File: config.mk
export PLATFORM = sky130hd
export DESIGN_NAME = sample_sched_flat
export DESIGN_NICKNAME = d
export VERILOG_FILES = /design/src/rtl/sample_sched_pkg.sv /design/src/rtl/sample_sched_if.sv /design/src/rtl/sample_sched_tick_gen.sv /design/src/rtl/sample_sched.sv /design/src/flat_wrapper.sv
export SDC_FILE = /design/constraint.sdc
export NUM_CORES = 1
export LEC_CHECK = 0
export ABC_AREA = 1
export BUFFER_PORTS_ARGS = -buffer_cell sky130_fd_sc_hd__buf_2
export CAP_MARGIN = 20
export CORE_ASPECT_RATIO = 1.4
export CORE_UTILIZATION = 50
export CTS_BUF_LIST = sky130_fd_sc_hd__clkbuf_4 sky130_fd_sc_hd__clkbuf_8
export DETAILED_ROUTE_END_ITERATION = 8
export GPL_ROUTABILITY_DRIVEN = 0
export PLACE_DENSITY = 0.71
export SETUP_SLACK_MARGIN = 0.05
export SYNTH_ARGS = -nofsm -noshare
export SYNTH_HDL_FRONTEND = slang
export SYNTH_HIERARCHICAL = 1
export SYNTH_SLANG_ARGS = --single-unit
File: constraint.sdc
create_clock -name clk -period 3.6 [get_ports clk]
set_input_delay 0.18 -clock clk [delete_from_list [all_inputs] [get_ports clk]]
set_output_delay 0.18 -clock clk [all_outputs]
set_load 0.02 [all_outputs]
File: src/rtl/sample_sched_pkg.sv
// Shared types and defaults for the neck-detection sample scheduler.
// State encoding, default timing parameters and a saturating watchdog increment.
package sample_sched_pkg;

   localparam int DATA_W         = 13;
   localparam int SAMPLE_DIV_DEF = 200;
   localparam int TIMEOUT_DEF    = 150;
   localparam int WARMUP_DEF     = 3;
   localparam int CNT_W_DEF      = 16;
   localparam int PERIOD_W       = 16;
   localparam int WDOG_W         = 16;

   typedef enum logic [1:0] {
      S_IDLE     = 2'd0,
      S_WAIT_ADC = 2'd1,
      S_WAIT_FLT = 2'd2,
      S_WAIT_DIF = 2'd3
   } state_t;

   // Saturates so a late accepted finish can never wrap back onto the abort value.
   function automatic logic [WDOG_W-1:0] wdog_inc(input logic [WDOG_W-1:0] i_w);
      return (i_w == '1) ? i_w : i_w + WDOG_W'(1);
   endfunction

endpackage

File: src/rtl/sample_sched_if.sv
// Handshake/status bundle between the scheduler and the processing chain.
// The slave modport is the scheduler's view; the master modport is the chain/controller view.
interface sample_sched_if #(
   parameter int CNT_W = sample_sched_pkg::CNT_W_DEF
) ();

   logic             enable;
   logic             clr_stats;
   logic             adc_finish;
   logic             filter_finish;
   logic             dif_finish;
   logic             en_adc;
   logic             en_judge;
   logic             busy;
   logic             warm;
   logic             timeout_flag;
   logic [CNT_W-1:0] overrun_cnt;
   logic [CNT_W-1:0] timeout_cnt;

   modport slave (
      input  enable, clr_stats, adc_finish, filter_finish, dif_finish,
      output en_adc, en_judge, busy, warm, timeout_flag, overrun_cnt, timeout_cnt
   );

   modport master (
      output enable, clr_stats, adc_finish, filter_finish, dif_finish,
      input  en_adc, en_judge, busy, warm, timeout_flag, overrun_cnt, timeout_cnt
   );

endinterface

File: src/rtl/sample_sched_tick_gen.sv
// Sample-period counter: counts 0..SAMPLE_DIV-1 while enabled, held at 0 otherwise.
// o_tick is high during the last count of each period.
module sample_sched_tick_gen
   import sample_sched_pkg::*;
#(
   parameter int SAMPLE_DIV = SAMPLE_DIV_DEF
) (
   input  logic clk,
   input  logic rst,
   input  logic i_enable,
   output logic o_tick
);

   logic [PERIOD_W-1:0] r_cnt;
   logic                w_last;

   assign w_last = (r_cnt == PERIOD_W'(SAMPLE_DIV - 1));

   // NOTE: sequential state uses non-blocking assignments so every flop samples pre-edge values.
   always_ff @(posedge clk or posedge rst) begin
      if (rst) begin
         r_cnt <= '0;
      end else if (!i_enable || w_last) begin
         r_cnt <= '0;
      end else begin
         r_cnt <= r_cnt + PERIOD_W'(1);
      end
   end

   assign o_tick = i_enable && w_last;

endmodule

File: src/rtl/sample_sched.sv
// Sample-rate scheduler: one ADC start per period, tracks adc/filter/dif completion, gates neck_judge.
// Define SAMPLE_SCHED_STATS_EN to implement the overrun/timeout statistics counters.
module sample_sched
   import sample_sched_pkg::*;
#(
   parameter int SAMPLE_DIV = SAMPLE_DIV_DEF,
   parameter int TIMEOUT    = TIMEOUT_DEF,
   parameter int WARMUP     = WARMUP_DEF,
   parameter int CNT_W      = CNT_W_DEF
) (
   input  logic          clk,
   input  logic          rst,
   sample_sched_if.slave io_bus
);

   localparam int WARM_W = $clog2(WARMUP + 1);

   state_t            r_state;
   state_t            w_state_nxt;
   logic [WDOG_W-1:0] r_wdog;
   logic [WARM_W-1:0] r_warm_cnt;
   logic              r_en_adc;
   logic              r_en_judge;
   logic              r_timeout_flag;

   logic w_tick;
   logic w_start;
   logic w_abort;
   logic w_warm;
   logic w_dif_acc;
   logic w_wdog_exp;

   sample_sched_tick_gen #(
      .SAMPLE_DIV (SAMPLE_DIV)
   ) u_tick_gen (
      .clk      (clk),
      .rst      (rst),
      .i_enable (io_bus.enable),
      .o_tick   (w_tick)
   );

   assign w_wdog_exp = (r_wdog == WDOG_W'(TIMEOUT - 1));
   assign w_warm     = (r_warm_cnt == WARM_W'(WARMUP));

   // An accepted finish in the last watchdog cycle takes priority over the abort.
   always_comb begin
      // NOTE: every combinational output gets a default first so no branch infers a latch.
      w_state_nxt = r_state;
      w_start     = 1'b0;
      w_abort     = 1'b0;
      w_dif_acc   = 1'b0;
      unique case (r_state)
         S_IDLE: begin
            if (w_tick) begin
               w_start     = 1'b1;
               w_state_nxt = S_WAIT_ADC;
            end
         end
         S_WAIT_ADC: begin
            if (io_bus.adc_finish) w_state_nxt = S_WAIT_FLT;
            else if (w_wdog_exp)   w_abort     = 1'b1;
         end
         S_WAIT_FLT: begin
            if (io_bus.filter_finish) w_state_nxt = S_WAIT_DIF;
            else if (w_wdog_exp)      w_abort     = 1'b1;
         end
         S_WAIT_DIF: begin
            if (io_bus.dif_finish) begin
               w_dif_acc   = 1'b1;
               w_state_nxt = S_IDLE;
            end else if (w_wdog_exp) begin
               w_abort = 1'b1;
            end
         end
         default: w_state_nxt = S_IDLE;
      endcase
      if (w_abort) w_state_nxt = S_IDLE;
   end

   always_ff @(posedge clk or posedge rst) begin
      if (rst) begin
         r_state        <= S_IDLE;
         r_en_adc       <= 1'b0;
         r_en_judge     <= 1'b0;
         r_wdog         <= '0;
         r_warm_cnt     <= '0;
         r_timeout_flag <= 1'b0;
      end else begin
         r_state    <= w_state_nxt;
         r_en_adc   <= w_start;
         r_en_judge <= w_dif_acc && w_warm;

         if (w_start)                r_wdog <= '0;
         else if (r_state != S_IDLE) r_wdog <= wdog_inc(r_wdog);

         // History is only trusted across uninterrupted, enabled sampling.
         if ((!io_bus.enable && r_state == S_IDLE) || w_abort) r_warm_cnt <= '0;
         else if (w_dif_acc && !w_warm)                         r_warm_cnt <= r_warm_cnt + WARM_W'(1);

         if (io_bus.clr_stats) r_timeout_flag <= 1'b0;
         else if (w_abort)     r_timeout_flag <= 1'b1;
      end
   end

`ifdef SAMPLE_SCHED_STATS_EN
   logic [CNT_W-1:0] r_overrun_cnt;
   logic [CNT_W-1:0] r_timeout_cnt;
   logic             w_overrun;

   assign w_overrun = w_tick && (r_state != S_IDLE);

   always_ff @(posedge clk or posedge rst) begin
      if (rst) begin
         r_overrun_cnt <= '0;
         r_timeout_cnt <= '0;
      end else if (io_bus.clr_stats) begin
         r_overrun_cnt <= '0;
         r_timeout_cnt <= '0;
      end else begin
         if (w_overrun && r_overrun_cnt != '1) r_overrun_cnt <= r_overrun_cnt + CNT_W'(1);
         if (w_abort && r_timeout_cnt != '1)   r_timeout_cnt <= r_timeout_cnt + CNT_W'(1);
      end
   end

   assign io_bus.overrun_cnt = r_overrun_cnt;
   assign io_bus.timeout_cnt = r_timeout_cnt;
`else
   assign io_bus.overrun_cnt = '0;
   assign io_bus.timeout_cnt = '0;
`endif

   assign io_bus.en_adc       = r_en_adc;
   assign io_bus.en_judge     = r_en_judge;
   assign io_bus.busy         = (r_state != S_IDLE);
   assign io_bus.warm         = w_warm;
   assign io_bus.timeout_flag = r_timeout_flag;

endmodule

File: src/flat_wrapper.sv
// flat-port wrapper written by rule: the top's interface ports become plain ports
module sample_sched_flat import sample_sched_pkg::*;
#(
   parameter int SAMPLE_DIV = SAMPLE_DIV_DEF,
   parameter int TIMEOUT    = TIMEOUT_DEF,
   parameter int WARMUP     = WARMUP_DEF,
   parameter int CNT_W      = CNT_W_DEF
)
  (clk, rst, io_bus_enable, io_bus_clr_stats, io_bus_adc_finish, io_bus_filter_finish, io_bus_dif_finish, io_bus_en_adc, io_bus_en_judge, io_bus_busy, io_bus_warm, io_bus_timeout_flag, io_bus_overrun_cnt, io_bus_timeout_cnt);
  sample_sched_if #(.CNT_W(CNT_W)) io_bus_i ();
  input  logic clk;
  input  logic rst;
  input wire logic [$bits(io_bus_i.enable)-1:0] io_bus_enable;
  input wire logic [$bits(io_bus_i.clr_stats)-1:0] io_bus_clr_stats;
  input wire logic [$bits(io_bus_i.adc_finish)-1:0] io_bus_adc_finish;
  input wire logic [$bits(io_bus_i.filter_finish)-1:0] io_bus_filter_finish;
  input wire logic [$bits(io_bus_i.dif_finish)-1:0] io_bus_dif_finish;
  output wire logic [$bits(io_bus_i.en_adc)-1:0] io_bus_en_adc;
  output wire logic [$bits(io_bus_i.en_judge)-1:0] io_bus_en_judge;
  output wire logic [$bits(io_bus_i.busy)-1:0] io_bus_busy;
  output wire logic [$bits(io_bus_i.warm)-1:0] io_bus_warm;
  output wire logic [$bits(io_bus_i.timeout_flag)-1:0] io_bus_timeout_flag;
  output wire logic [$bits(io_bus_i.overrun_cnt)-1:0] io_bus_overrun_cnt;
  output wire logic [$bits(io_bus_i.timeout_cnt)-1:0] io_bus_timeout_cnt;
  assign io_bus_i.enable = io_bus_enable;
  assign io_bus_i.clr_stats = io_bus_clr_stats;
  assign io_bus_i.adc_finish = io_bus_adc_finish;
  assign io_bus_i.filter_finish = io_bus_filter_finish;
  assign io_bus_i.dif_finish = io_bus_dif_finish;
  assign io_bus_en_adc = io_bus_i.en_adc;
  assign io_bus_en_judge = io_bus_i.en_judge;
  assign io_bus_busy = io_bus_i.busy;
  assign io_bus_warm = io_bus_i.warm;
  assign io_bus_timeout_flag = io_bus_i.timeout_flag;
  assign io_bus_overrun_cnt = io_bus_i.overrun_cnt;
  assign io_bus_timeout_cnt = io_bus_i.timeout_cnt;
  sample_sched #(.SAMPLE_DIV(SAMPLE_DIV), .TIMEOUT(TIMEOUT), .WARMUP(WARMUP), .CNT_W(CNT_W)) u_core (.clk(clk), .rst(rst), .io_bus(io_bus_i));
endmodule
Word level (Yosys, flattened, before mapping)
Index checks and enable logic that the tools add are counted.
W data, S select, Z words.
{"block": "totals", "word_cells": 60, "reg_bits": 39, "inputBits": 7, "out_inout_bits": 37}
{"block": "op_classes", "muxes": 23, "reduce_logical": 15, "eq_ne": 12, "add_sub_neg": 3}
{"operator": "$mux W16", "n": 4}
{"operator": "$add A16 B1 Y16 const B", "n": 2}
{"operator": "$eq A16 B8 Y1 const B", "n": 2}
{"operator": "$eq A16 B16 Y1 const B", "n": 1}
{"operator": "$mux W2", "n": 7}
{"operator": "$ne A3 B2 Y1 const B", "n": 4}
{"operator": "$mux W1", "n": 10}
{"operator": "$pmux W2 S4", "n": 1}
{"operator": "$reduce_bool A2 Y1", "n": 4}
{"operator": "$eq A2 B2 Y1 const B", "n": 3}
{"operator": "$logic_and A1 B1 Y1", "n": 4}
{"operator": "$reduce_and A4 Y1", "n": 1}
{"operator": "$pmux W1 S3", "n": 1}
{"operator": "$add A2 B1 Y2 const B", "n": 1}
{"operator": "$eq A2 B1 Y1 const B", "n": 1}
{"operator": "$logic_not A1 Y1", "n": 2}
{"operator": "$logic_not A2 Y1", "n": 1}
{"operator": "$logic_or A1 B1 Y1", "n": 2}
{"operator": "$ne A2 B1 Y1 const B", "n": 1}
{"operator": "$reduce_and A2 Y1", "n": 1}

Longest topological paths before layout
{"block": "depth", "word_depth": 6, "mapped_depth": 11, "mapped_depth_nobuf": 11}

Modules after synthesis
Netlist, hierarchy kept.
{"mod": "sample_sched", "n_inst": 1, "area_per_inst_um2": 1717.9, "cells_per_inst": 229, "seq_area_each_um2": 575.6}
{"mod": "sample_sched_tick_gen", "n_inst": 1, "area_per_inst_um2": 909.6, "cells_per_inst": 122, "seq_area_each_um2": 400.4}

Least setup slack after synthesis
OpenSTA, ideal clock, no wires.
{"block": "synth_path", "kind": "register to register", "startpoint": "register u_core.u_tick_gen.r_cnt[0]", "endpoint": "register u_core.r_wdog[9]", "n_path_buf": 0, "setup_time_ps": 119, "t_required_ps": 3481, "path_slack_ps": 2017, "arrival_time_ps": 1464, "period_less_slack_ps": 1583, "stages_incl_launch_ff": 11, "path_cell_list": "dfrtp_1 ha_1 nand3_1 nor2_1 nand2_2 nor2_1 nand2_1 inv_2 nor2_8 nand2_1 nand2_1"}
{"block": "synth_between", "elab_chain_cells": 6, "word_cells_on_any_way": 8, "classes_between": "eq/ne: 2; mux: 3; reduce/logical: 3"}
{"item": "start, declared", "line_no": "sample_sched_tick_gen.sv:14", "rtl": "logic [PERIOD_W-1:0] r_cnt;"}
{"item": "start signal, assigned", "line_no": "sample_sched_tick_gen.sv:26", "rtl": "r_cnt <= r_cnt + PERIOD_W'(1);"}
{"item": "$eq A16 B8 Y1 (*)", "line_no": "sample_sched_tick_gen.sv:17", "rtl": "assign w_last = (r_cnt == PERIOD_W'(SAMPLE_DIV - 1));"}
{"item": "$logic_and A1 B1 Y1 (*)", "line_no": "sample_sched_tick_gen.sv:30", "rtl": "assign o_tick = i_enable && w_last;"}
{"item": "net u_core.w_tick", "line_no": "sample_sched.sv:26", "rtl": "logic w_tick;"}
{"item": "$mux W1 (*)", "line_no": "sample_sched.sv:54", "rtl": "if (w_tick) begin"}
{"item": "$mux W1 (*)", "line_no": "sample_sched.sv:52", "rtl": "unique case (r_state)"}
{"item": "net u_core.w_start", "line_no": "sample_sched.sv:27", "rtl": "logic w_start;"}
{"item": "$ne A2 B1 Y1 (no source line) or $reduce_bool A2 Y1 (tied branches)"}
{"item": "$reduce_and A2 Y1 (no source line)"}
{"item": "end signal, assigned", "line_no": "sample_sched.sv:94", "rtl": "else if (r_state != S_IDLE) r_wdog <= wdog_inc(r_wdog);"}
{"item": "end, declared", "line_no": "sample_sched.sv:20", "rtl": "logic [WDOG_W-1:0] r_wdog;"}
Mark *: on every way through the listed nets, which the timed path passes. The rest lies on a longest branch.
A chain may end at the register's enable or synchronous reset.

Worst setup path after layout
{"block": "layout_path", "startpoint": "register u_core.u_tick_gen.r_cnt[0]", "endpoint": "register u_core.r_wdog[4]"}
{"block": "layout_between", "elab_chain_cells": 6, "word_cells_on_any_way": 8, "classes_between": "eq/ne: 2; mux: 3; reduce/logical: 3"}
{"item": "$eq A16 B8 Y1 (*)", "line_no": "sample_sched_tick_gen.sv:17"}
{"item": "$logic_and A1 B1 Y1 (*)", "line_no": "sample_sched_tick_gen.sv:30"}
{"item": "net u_core.w_tick", "line_no": "sample_sched.sv:26"}
{"item": "$mux W1 (*)", "line_no": "sample_sched.sv:54"}
{"item": "$mux W1 (*)", "line_no": "sample_sched.sv:52"}
{"item": "$ne A2 B1 Y1 (no source line) or $reduce_bool A2 Y1 (tied branches)"}
{"item": "$reduce_and A2 Y1 (no source line)"}
Marked as above.

==> metrics.yaml <==
die:
  die_x_um: 63.27
  fp.coreArea_um2: 4955
  chipHeight_um: 87.77
  io_pins: 44
  fp-row-count: 30
  initial_core_util_pct: 53.03
  die-area_um2: 5553
final_layout:
  diodes: 0
  area_growth_pct: 4.238
  layout-drive-gt1-share_pct: 11.41
  finalNetCount: 383
  final_util_pct: 55.28
  fin_cells: 432
  final_area_um2: 2739
pwr:
  irDropWorstVdd_mv: 0.3590
  power.density_nw_per_um2: 548.2
  power.total_w: 0.001502
  p_leak_nw: 1.324
clock_tree:
  htreeDepth: 2
  numCtsBuffers: 5
  cts_sinks: 39
  postCtsSetupRepairBufs: 0
  ctsHoldBuffers: 1
  insertion_delay_ps: 300
  cts_resized: 0
  path_clk_slew_ps: 90
  cts-root-buf: "clkbuf_8"
  clockBufferDepth: 2
  cts_tree: "yes"
route:
  drtIter0Drc: 120
  wirelength_um: 5081
  routed_via_density: 4.789
  vias: 2069
  drc: 0
  avgRoutedWirePerCell_um: 11.76
  firstDrtPassIters: 4
  ant_nets: 0
setup_path:
  worstPathRequired_ps: 3830
  cp-startpoint: "u_core/u_tick_gen/r_cnt[0]"
  r2r_end: "u_core/r_wdog[4]"
  rr_startpoint: "u_core/u_tick_gen/r_cnt[0]"
  start_kind: "flip-flop"
  cp-end-kind: "flip-flop"
  arrival_ps: 2080
  r2r_slack_ps: 1760
  worstSetupPathType: "flip-flop to flip-flop"
  crit_fanout: 9
  reg2reg_depth: 9
sta:
  clock_skew_ps: 16.38
  min_period_ps: 1844
  worstMarginPinSlew_ps: 880.5
  slew_violations: 0
  hold_violations: 0
  finalSetupViolCount: 0
  min_period_over_period_pct: 51.22
  rsz0062_at_grt: "no"
  slew_headroom_pct: 41.24
  finalSetupTns_ps: 0
  timing.fmax_mhz: 542.4
global_routing:
  grt_max_degree: 24
  antenna_found_initial: 0
  overflow: 0
  track_usage_pct: 20.01
  grt_pass1_vias: 1871
  grt_pass1_wl_um: 8562
synth:
  yosysSeqAreaShare_pct: 37.14
  ys_async_sr_fraction_pct: 100.0
  avgSynthCellArea_um2: 7.486
  ys_ff_latch: 39
  synth_edf_count: 0
  synthFlopType: "dfrtp_1"
  ys_warn_count: 6
  ys_types: 26
  syn_inst: 351
  syn_area_um2: 2628
placement:
  post-place-cells: 423
  dpl_cell_area_um2: 2616
  dp_hpwl_um: 3933
  io_buffer_count: 11
min_path:
  holdCritPathClass: "primary input to flip-flop"
  hold_end: "u_core/io_bus.timeout_flag"
  worstHoldPathCells: 2
  hp-start: "io_bus_clr_stats"
flow_run:
  maxCapViolations: 0
status:
  status: "finished clean"
[synth_stat cells (2+ instances only)]
cell,number,share of area [%]
a21oi_1,2,0.38
buf_4,32,9.1
buf_6,2,0.86
dfrtp_1,39,37
ha_1,9,4.3
inv_1,35,5.0
inv_2,3,0.43
nand2_1,80,11
nand2_2,5,1.2
nand3_1,22,4.2
nand3_2,2,0.76
nand4_1,16,3.8
nor2_1,59,8.4
nor2_2,6,1.4
nor2_4,3,1.3
o21ai_0,5,0.95
o21ai_1,9,1.7
xnor2_1,3,1.0
xor2_1,12,4.0
[critical path: stages, from the launching register on]
cell and delay (ps):
dfrtp_1 410, ha_1 240, nand3_1 90, nor2_1 160, nand2_2 90, nor2_1 130
nand2_1 210, o21ai_2 250, nand2_1 110, nand2_1 80
[power breakdown]
group | switching, W | internal (W) | total (W) | leakage, nW
Clock | 0.000158 | 0.000206 | 0.000364 | 0.0581
Sequential | 0.000102 | 0.000521 | 0.000623 | 0.516
Combinational | 0.000335 | 0.000180 | 0.000514 | 0.749
[cells in the final DEF (no fill, tap or decap), types with 2 or more instances in the layout]
master    count
a21oi_1       2
buf_2        11
clkbuf_8      5
conb_1       32
dfrtp_1      39
ha_1          9
inv_1        35
inv_2         3
nand2_1      80
nand2_2       5
nand3_1      22
nand3_2       2
nand4_1      16
nor2_1       59
nor2_2        6
nor2_4        3
o21ai_0       5
o21ai_1       9
xnor2_1       3
xor2_1       12
[how the worst max path moves through the flow]
| stage | end | slack (ps) | cells after the start |
|---|---|---|---|
| floorplan | u_core/r_wdog[9] | 2020 | 10 |
| global placement | u_core/r_wdog[4] | 1790 | 9 |
| detailed placement | u_core/r_wdog[4] | 1750 | 9 |
| CTS | u_core/r_wdog[4] | 1720 | 9 |
| global route | u_core/r_wdog[4] | 1470 | 9 |
| finish | u_core/r_wdog[4] | 1760 | 9 |
[logic make-up after synthesis]
logic type               after synthesis  synth area share [%]
AO/OA/AOI/OAI                         18                 3.667
other                                  1                0.1427
adder cells (fa/ha/maj)                9                 4.286
XOR/XNOR                              15                 5.000
buffers and inverters                 72                 15.43
multiplexers                           1                0.4285
flip-flops                            39                 37.14
AND/OR/NAND/NOR                      196                 33.90
[layout make-up]
class	instances	area, um^2
timing repair buffer	12	65.06
sequential	39	975.9
fill	504	2216
inverter	38	142.6
clock inverter	3	43.79
clock buffer	5	68.82
multi-input combinational	271	1363
tap	64	80.08
[routing by layer]
metal / global-route usage, % / share of wire (%) / vias up
met2: 36.56 / 53 / 36
met5: 0 / 0 / -
met4: 7.645 / 2.2 / 0
li1: - / - / 1076
met1: 23.42 / 42 / 947
met3: 3.255 / 3.3 / 10
[per-stage QoR]
stage / hold slack (ps) / setup WS (ps)
floorplan: 93.74 / 2017
global placement: 291.3 / 1789
detailed placement: 295.4 / 1749
CTS: 25.26 / 1720
global route: 25.31 / 1470
finish: 26.39 / 1756
[state kept, by name (all words and copies together), names as in the netlist]
name / cells
u_core/io_bus.timeout_flag: 1
u_core/r_state: 2
u_core/r_warm_cnt: 2
u_core/u_tick_gen/r_cnt: 16
u_core/r_wdog: 16
u_core/io_bus.en_judge: 1
u_core/io_bus.en_adc: 1
No activity file was read; power rests on OpenSTA's default activity.
